==> src/rtl/vram_pkg.sv <==
// Shared widths, blanking value and address packing for the VRAM arbiter slice.
package vram_pkg;
  localparam int ADDR_W = 19;
  localparam int PIX_W = 12;
  localparam int ROW_W = 9;
  localparam int COL_W = 10;
  localparam logic [PIX_W-1:0] BLANK_PIX = 12'h000;
  localparam int RD_LATENCY = 3;

  function automatic logic [ADDR_W-1:0] pack_addr(input logic [ROW_W-1:0] row,
                                                  input logic [COL_W-1:0] col);
    return {row, col};
  endfunction
endpackage

==> src/rtl/vram_wr_fifo.sv <==
// Synchronous FIFO buffering renderer writes; power-of-two depth, pointers wrap naturally.
module vram_wr_fifo
  import vram_pkg::*;
#(
  parameter int DEPTH = 4,
  parameter int WIDTH = ADDR_W + PIX_W,
  localparam int PTR_W = $clog2(DEPTH),
  localparam int LVL_W = PTR_W + 1
) (
  input  logic             clk,
  input  logic             rst,
  input  logic             push,
  input  logic [WIDTH-1:0] push_data,
  input  logic             pop,
  output logic [WIDTH-1:0] pop_data,
  output logic             full,
  output logic             empty,
  output logic [LVL_W-1:0] level
);

  logic [WIDTH-1:0] store [DEPTH];
  logic [PTR_W-1:0] wr_ptr;
  logic [PTR_W-1:0] rd_ptr;
  logic             push_ok;
  logic             pop_ok;

  assign full     = (level == LVL_W'(DEPTH));
  assign empty    = (level == '0);
  assign push_ok  = push && !full;
  assign pop_ok   = pop && !empty;
  assign pop_data = store[rd_ptr];

  // Storage carries no reset; only the pointers and level define validity.
  always_ff @(posedge clk) begin
    if (push_ok) begin
      store[wr_ptr] <= push_data;
    end
  end

  always_ff @(posedge clk or posedge rst) begin
    if (rst) begin
      wr_ptr <= '0;
      rd_ptr <= '0;
      level  <= '0;
    end else begin
      if (push_ok) begin
        wr_ptr <= wr_ptr + 1'b1;
      end
      if (pop_ok) begin
        rd_ptr <= rd_ptr + 1'b1;
      end
      case ({push_ok, pop_ok})
        2'b10:   level <= level + 1'b1;
        2'b01:   level <= level - 1'b1;
        default: level <= level;
      endcase
    end
  end

endmodule

==> src/rtl/vram_arbiter.sv <==
// Single-port VRAM arbiter: display reads always win, buffered renderer writes drain in idle cycles.
module vram_arbiter
  import vram_pkg::*;
#(
  parameter int FIFO_DEPTH = 4,
  parameter int STALL_W = 16
) (
  input  logic               vga_clk,
  input  logic               rst,
  input  logic               rdn,
  input  logic [8:0]         row_addr,
  input  logic [9:0]         col_addr,
  output logic [11:0]        pix_data,
  input  logic               wr_valid,
  input  logic [18:0]        wr_addr,
  input  logic [11:0]        wr_data,
  output logic               wr_ready,
  output logic [18:0]        mem_addr,
  output logic               mem_we,
  output logic [11:0]        mem_wdata,
  input  logic [11:0]        mem_rdata,
  output logic [2:0]         fifo_level,
  output logic [STALL_W-1:0] stall_cnt
);

  localparam int WORD_W = ADDR_W + PIX_W;
  localparam int LVL_W = $clog2(FIFO_DEPTH) + 1;

  logic [WORD_W-1:0]     head;
  logic [LVL_W-1:0]      level;
  logic                  full;
  logic                  empty;
  logic                  push;
  logic                  pop;
  logic                  rd_req;
  logic [RD_LATENCY-2:0] rd_v;

  // Renderer handshake: a write transfers on the edge where wr_valid && wr_ready;
  // wr_ready depends only on occupancy (never on wr_valid) and is low during reset.
  assign wr_ready   = !rst && !full;
  assign push       = wr_valid && wr_ready;
  assign rd_req     = !rdn;
  assign pop        = rdn && !empty;
  assign fifo_level = 3'(level);

  vram_wr_fifo #(
    .DEPTH(FIFO_DEPTH),
    .WIDTH(WORD_W)
  ) u_fifo (
    .clk      (vga_clk),
    .rst      (rst),
    .push     (push),
    .push_data({wr_addr, wr_data}),
    .pop      (pop),
    .pop_data (head),
    .full     (full),
    .empty    (empty),
    .level    (level)
  );

  always_ff @(posedge vga_clk or posedge rst) begin
    if (rst) begin
      mem_addr  <= '0;
      mem_we    <= 1'b0;
      mem_wdata <= '0;
      rd_v      <= '0;
      pix_data  <= BLANK_PIX;
      stall_cnt <= '0;
    end else begin
      // rd_v tracks a read from address issue through the VRAM's one-cycle data latency.
      rd_v     <= {rd_v[RD_LATENCY-3:0], rd_req};
      pix_data <= rd_v[RD_LATENCY-2] ? mem_rdata : BLANK_PIX;

      if (rd_req) begin
        mem_addr <= pack_addr(row_addr, col_addr);
        mem_we   <= 1'b0;
      end else if (!empty) begin
        mem_addr  <= head[WORD_W-1:PIX_W];
        mem_wdata <= head[PIX_W-1:0];
        mem_we    <= 1'b1;
      end else begin
        mem_we <= 1'b0;
      end

      if (rd_req && !empty && (stall_cnt != '1)) begin
        stall_cnt <= stall_cnt + 1'b1;
      end
    end
  end

endmodule

==> config.mk <==
export PLATFORM = sky130hd
export DESIGN_NAME = vram_arbiter
export DESIGN_NICKNAME = d
export VERILOG_FILES = /design/src/rtl/vram_pkg.sv /design/src/rtl/vram_wr_fifo.sv /design/src/rtl/vram_arbiter.sv
export SDC_FILE = /design/constraint.sdc
export NUM_CORES = 1
export LEC_CHECK = 0
export CORE_ASPECT_RATIO = 1.4
export CORE_UTILIZATION = 34
export DETAILED_ROUTE_END_ITERATION = 8
export PLACE_DENSITY_LB_ADDON = 0.1
export SLEW_MARGIN = 40
export SYNTH_ARGS = -nofsm -noshare
export SYNTH_HDL_FRONTEND = slang
export SYNTH_SLANG_ARGS = --single-unit
==> constraint.sdc <==
create_clock -name vga_clk -period 2.9 [get_ports vga_clk]
set_input_delay 0.29 -clock vga_clk [delete_from_list [all_inputs] [get_ports vga_clk]]
set_output_delay 0.29 -clock vga_clk [all_outputs]
set_load 0.05 [all_outputs]
Word-level counts from Yosys, hierarchy flattened
Memories as Yosys holds them, arrays and structs flattened.
Cells that the tools add are included.

storage, ports and cells
  bits in read-only memories = 0
  memories = 1
  RAM bits = 124
  output and inout port bits = 64
  bits in latches = 0
  input bits = 66
  bits in registers = 69

cells by class
  muxes and demuxes = 8
  $lt $le $gt $ge = 0
  multipliers = 0
  bitwise gates (word level) = 1
  eq/ne operators = 5
  add/subtract/negate cells = 5
  div/mod/pow operators = 0
  shift operators = 0
  reduce and logical (&&, ||, !) cells = 14

memories
  name          depth  width  rd ports  clocked after Yosys merged registers in  write ports  RTL line            source
  u_fifo.store  4      31     1         0                                        1            vram_wr_fifo.sv:21  logic [WIDTH-1:0] store [DEPTH];

operators with widths
  kind                                               count
  2-to-1 mux 19 bit                                  2
  adder 16 x 1 -> 16 bit (second input constant)     1
  inequality test 16 bit (second input constant)     1
  2-to-1 mux 12 bit                                  1
  logical AND 1 bit                                  7
  case mux 3 bit (2 select lines)                    1
  adder 2 x 1 -> 2 bit (second input constant)       2
  logical NOT 1 bit                                  4
  2-to-1 mux 1 bit                                   4
  adder 3 x 1 -> 3 bit (second input constant)       1
  == test 3 bit (second input constant)              1
  logical NOT 3 bit                                  1
  subtractor 3 x 1 -> 3 bit (second input constant)  1
  == test 2 x 1 -> 1 bit (second input constant)     1
  == test 2 bit (second input constant)              1
  inequality test 2 bit (second input constant)      1
  AND reduction 2 bit                                1
  nonzero test 2 bit                                 1
  inverter 1 bit                                     1

Logic depth before layout (Yosys ltp)
  depth after elaboration = 7
  depth in mapped cells = 10
  mapped depth without buffers = 10

Hierarchy
A second synthesis with hierarchy kept.

unflattened totals
  cells, all modules = 412
  area, all modules = 7536.0 um^2

by module, submodules not included
  module        area each (um^2)  times used  cells each
  vram_wr_fifo  4944.7            1           200
  vram_arbiter  2591.2            1           212

Worst setup path after synthesis
No wires, ideal clock.

  kind = register to register
  start point = reg u_fifo.level[1]
  end point = mem u_fifo.store[1][0] (netlist name), enable pin
  path slack = -0.237 ns
  required time = 2.509 ns
  clock period less this slack = 3.137 ns
  arrival = 2.746 ns
  setup time = 0.391 ns
  stages on the path, launching flop included = 4
  cell sequence = dfrtp_1 -> inv_1 -> a31oi_1 -> and3_1

between the ends
  cells in the longest elaborated chain, start to end = 7

ends and longest elaborated chain
  what                                    RTL line            source
  start, declared                         vram_wr_fifo.sv:18  output logic [LVL_W-1:0] level
  start signal, assigned                  vram_wr_fifo.sv:53  2'b10: level <= level + 1'b1;
  start signal, assigned                  vram_wr_fifo.sv:54  2'b01: level <= level - 1'b1;
  start signal, assigned                  vram_wr_fifo.sv:55  default: level <= level;
  == test 3 bit                           vram_wr_fifo.sv:27  assign full = (level == LVL_W'(DEPTH));
  logical NOT 1 bit                       vram_arbiter.sv:40  assign wr_ready = !rst && !full;
  logical AND 1 bit                       vram_arbiter.sv:40
  named net wr_ready                      vram_arbiter.sv:17  output logic wr_ready,
  logical AND 1 bit                       vram_arbiter.sv:41  assign push = wr_valid && wr_ready;
  logical AND 1 bit                       vram_wr_fifo.sv:29  assign push_ok = push && !full;
  2-to-1 mux 1 bit                        vram_wr_fifo.sv:35  if (push_ok) begin
  2-to-1 mux 1 bit (implied by the code)  vram_wr_fifo.sv:36  store[wr_ptr] <= push_data;
  end, declared                           vram_wr_fifo.sv:21

The timed path passes the listed nets, and every way through them passes these cells.

Final worst setup path
  start point = reg u_fifo.level[1]
  end point = out wr_ready

between the ends
  cells in the longest elaborated chain, start to end = 3

ends and longest elaborated chain
  what               RTL line
  == test 3 bit      vram_wr_fifo.sv:27
  logical NOT 1 bit  vram_arbiter.sv:40
  logical AND 1 bit  vram_arbiter.sv:40
  end, declared      vram_arbiter.sv:17

Every way passes these cells.

==> results.md <==
* Outcome: completed
* Crit. End Element: output pin
* Comb pwr share at 0.343
* CTS tree: built
* Largest net degree at the start of global routing at 41
* Cell taking the most area after synthesis: edfxtp_1
* DR DRC count at 0
* Yosys top cell area share at 0.5012
* Synth warnings at 0
* Root buffer cell: clkbuf_16
* Mean Syn Cell Area at 17.20 um2
* Final antenna-violating net count at 0
* Row count at 63
* Post-DP HPWL at between 10,000 and 15,000 um
* Worst slew margin at 0.5362
* Worst Reg-to-Reg Cells at 10
* R2R Setup Slk at around 710 ps
* # setup viols final at 0
* Core Box Area at between 20,000 and 25,000 um2
* Slew @ Worst Pin at 695.0 ps
* Internal at 6.325 mW
* Non-Filler Instances at roughly 850
* Hold WS at 309.1 ps
* Gr usage total at 0.1549
* FF+latch count, synth at between 150 and 200
* Sw frac at 0.3434
* Fin. max-slew vios at 0
* Minimum clock period at 2431 ps
* Die Ht at 176.9 um
* Num CTS Buffers at 17
* Clk_lat worst skew at 430 ps
* Mux cell area share after synthesis at 0.1186
* Setup TNS at 0 ps
* Yosys cell types at 36
* Placed instance area at 9159 um2
* Fillers at 1,916
* WL final at 16,210 um
* Final instance area at 9787 um2
* Synth area leaders: edfxtp_1 (50%), dfrtp_1 (23%), mux4_2 (9.4%), a21oi_1 (2.6%), mux2_2 (2.1%)
* Most frequent cells after synthesis: edfxtp_1 (124), dfrtp_1 (69), a21oi_1 (39), mux4_2 (31), nand2_1 (26)
* Post-Syn Instances at about 430
* Req. time, crit path at about 2600 ps
* Final core occ at 0.4598
* I/O Pins at 130
* Die area at 22,460 um2
* Register Area at 5453 um2
* R2r startpoint: u_fifo.level[0]$_DFFE_PP0P_
* Most numerous cell in the Yosys netlist: edfxtp_1
* Psw at 3.308 mW
* Clk slew on worst S/H paths at 70 ps
* Worst-path maximum fanout at 6
* Dpl cells at 819
* Clock power frac at 0.260
* Total Nets Final at 651
* Critical path type: register to output pin
* Die X at 126.9 um
* CTS H-tree depth at 4
* Largest family of logic cells by synthesized area: multiplexers
* Power, Total at ~9.6 mW
* IO Port Bufs at between 100 and 150
* Startpoint types: register
* R2r endpoint: u_fifo.level[2]$_DFFE_PP0P_
* Dominant synthesized flop cell: edfxtp_1
* Initial antenna violation count at 0
* Adder-Cell Fraction of Synth Area at 0.01280
* Final period utilization at 0.8383
* CP arrival at 2140 ps
* VDD IR max at 0.4749 mV
* Final hold viol count at 0
* PD cells at 984.3 nW/um2
* Vias post-DR at 4,122
* Post-synth ARST share at 0.3575
* Sequential share of the synthesized area at 0.7336
* Post-synth EDFFs at 124
* Post-CTS Setup Bufs at 0
* Clock tree buffer depth at 2
* N_diodes at 0
* Worst Hold Class: input port to asynchronous set/reset pin
* Mapped Area at 7430 um2
* Top sig layer: met4
* Static leakage at 3.575 nW
* Total iterations of the first detailed-routing run at 4
* Post-CTS resize count at 0
* CTS Sinks at 193
* Post-Synth Simple-Gate Area at 0.06501
* P&R area growth vs syn at 31.73%
* XOR/XNOR share of the synthesized area at 0.02358
* # hold bufs at CTS at 0
* # Max-Cap Violations at 0
* Gr ovfl total at 0
* Initial Util at 0.3491
* Area of the multi-input gates at approximately 1900 um2
* WL met2 at 8476 um
* First-pass GRT wire length at 25,610 um
* Pre-CTS setup slack at 545.3 ps
* Vias in the first global route at 4,521
* Starting DRT DRC Count at 130
* Fmax at just over 0.4 GHz
* Final WS setup at 468.9 ps
* Met1 Routed Length at 6845 um
* Routability cong. at 0.7496
* Post-DR wirelength/cell at 19.04 um
* Register share of total power at 0.397
* Layout Skew at 12.80 ps
* Synth Area in Compound Gates at 0.03014
* Post-Syn Nets at just over 500
* Vias/cell at around 4.8
* Share of cells above drive strength 1 at 0.1810
* RSZ-0062 raised after global routing: false
* WL met3 at 644 um
## critical path, cell delays in order (launching register included)
cell	delay, ps
dfrtp_1	400
inv_1	110
a31oi_2	340
clkdlybuf4s50_1	870
## cells in the final DEF, fill, tap and decap left out, types with 2 or more instances in the layout
master           count
nor2_1              24
nand2_1             26
edfxtp_1           124
ha_1                 6
xor2_1               8
xnor2_1             12
and2_1              14
dfrtp_1             67
nand4_2              2
nand4_1              5
mux4_2              31
clkdlybuf4s50_1    129
bufinv_16            4
buf_12               2
nand3_1              6
inv_6                4
clkbuf_1             4
buf_4               15
inv_1                8
dfrtp_2              2
and3_2               4
a21oi_1             39
or3_1                2
clkbuf_16           17
mux2_2              14
## area by class of cell
cell class | instances | area share
flip-flops and latches | 193 | 0.5571
multi-input cells | 210 | 0.1915
repair buffers | 147 | 0.1503
clock buffers | 22 | 0.04641
well taps | 260 | 0.03324
clock inverters | 10 | 0.01777
inverters | 9 | 0.003580
## power groups by stage
stage | sequential [mW] | clock [mW] | combinational (mW)
2_1_floorplan | 4.68 | 0 | 1.33
3_3_place_gp | 3.93 | 0 | 3.25
3_5_place_dp | 3.90 | 0 | 3.36
4_1_cts | 3.85 | 2.57 | 3.37
5_1_grt | 3.90 | 2.67 | 3.52
6_report | 3.82 | 2.51 | 3.30
## kinds of logic (layout without fill, tap and decap cells)
logic type,Yosys count,in the layout
multiplexers,47,47
flip-flops,193,193
buffers and inverters,29,188
XOR/XNOR,20,20
AO/OA/AOI/OAI,42,42
adder cells (fa/ha/maj),7,7
AND/OR/NAND/NOR,94,94
## flip-flops by register name (all words and copies together) (netlist names)
register       count
u_fifo.level       3
u_fifo.store     124
u_fifo.wr_ptr      2
mem_wdata         12
mem_we             1
pix_data          12
rd_v               2
stall_cnt         16
u_fifo.rd_ptr      2
mem_addr          19
## how the worst max path moves through the flow
stage / endpoint / start / depth (start not counted)
after floorplan: u_fifo.store[1][0]$_DFFE_PP_ / u_fifo.level[1]$_DFFE_PP0P_ / 3
after global placement: u_fifo.level[2]$_DFFE_PP0P_ / rst / 10
after detailed placement: u_fifo.level[2]$_DFFE_PP0P_ / rst / 10
after CTS: wr_ready / u_fifo.level[1]$_DFFE_PP0P_ / 3
after global routing: wr_ready / u_fifo.level[1]$_DFFE_PP0P_ / 3
final: wr_ready / u_fifo.level[1]$_DFFE_PP0P_ / 3
## metal layers
metal | GRT usage | up-vias
met5 | 0 | -
met3 | 0.03265 | 15
met1 | 0.1841 | 2089
li1 | - | 1913
met4 | 0.05952 | 0
met2 | 0.2740 | 105
Note: power is estimated with default switching activity, not from simulation.
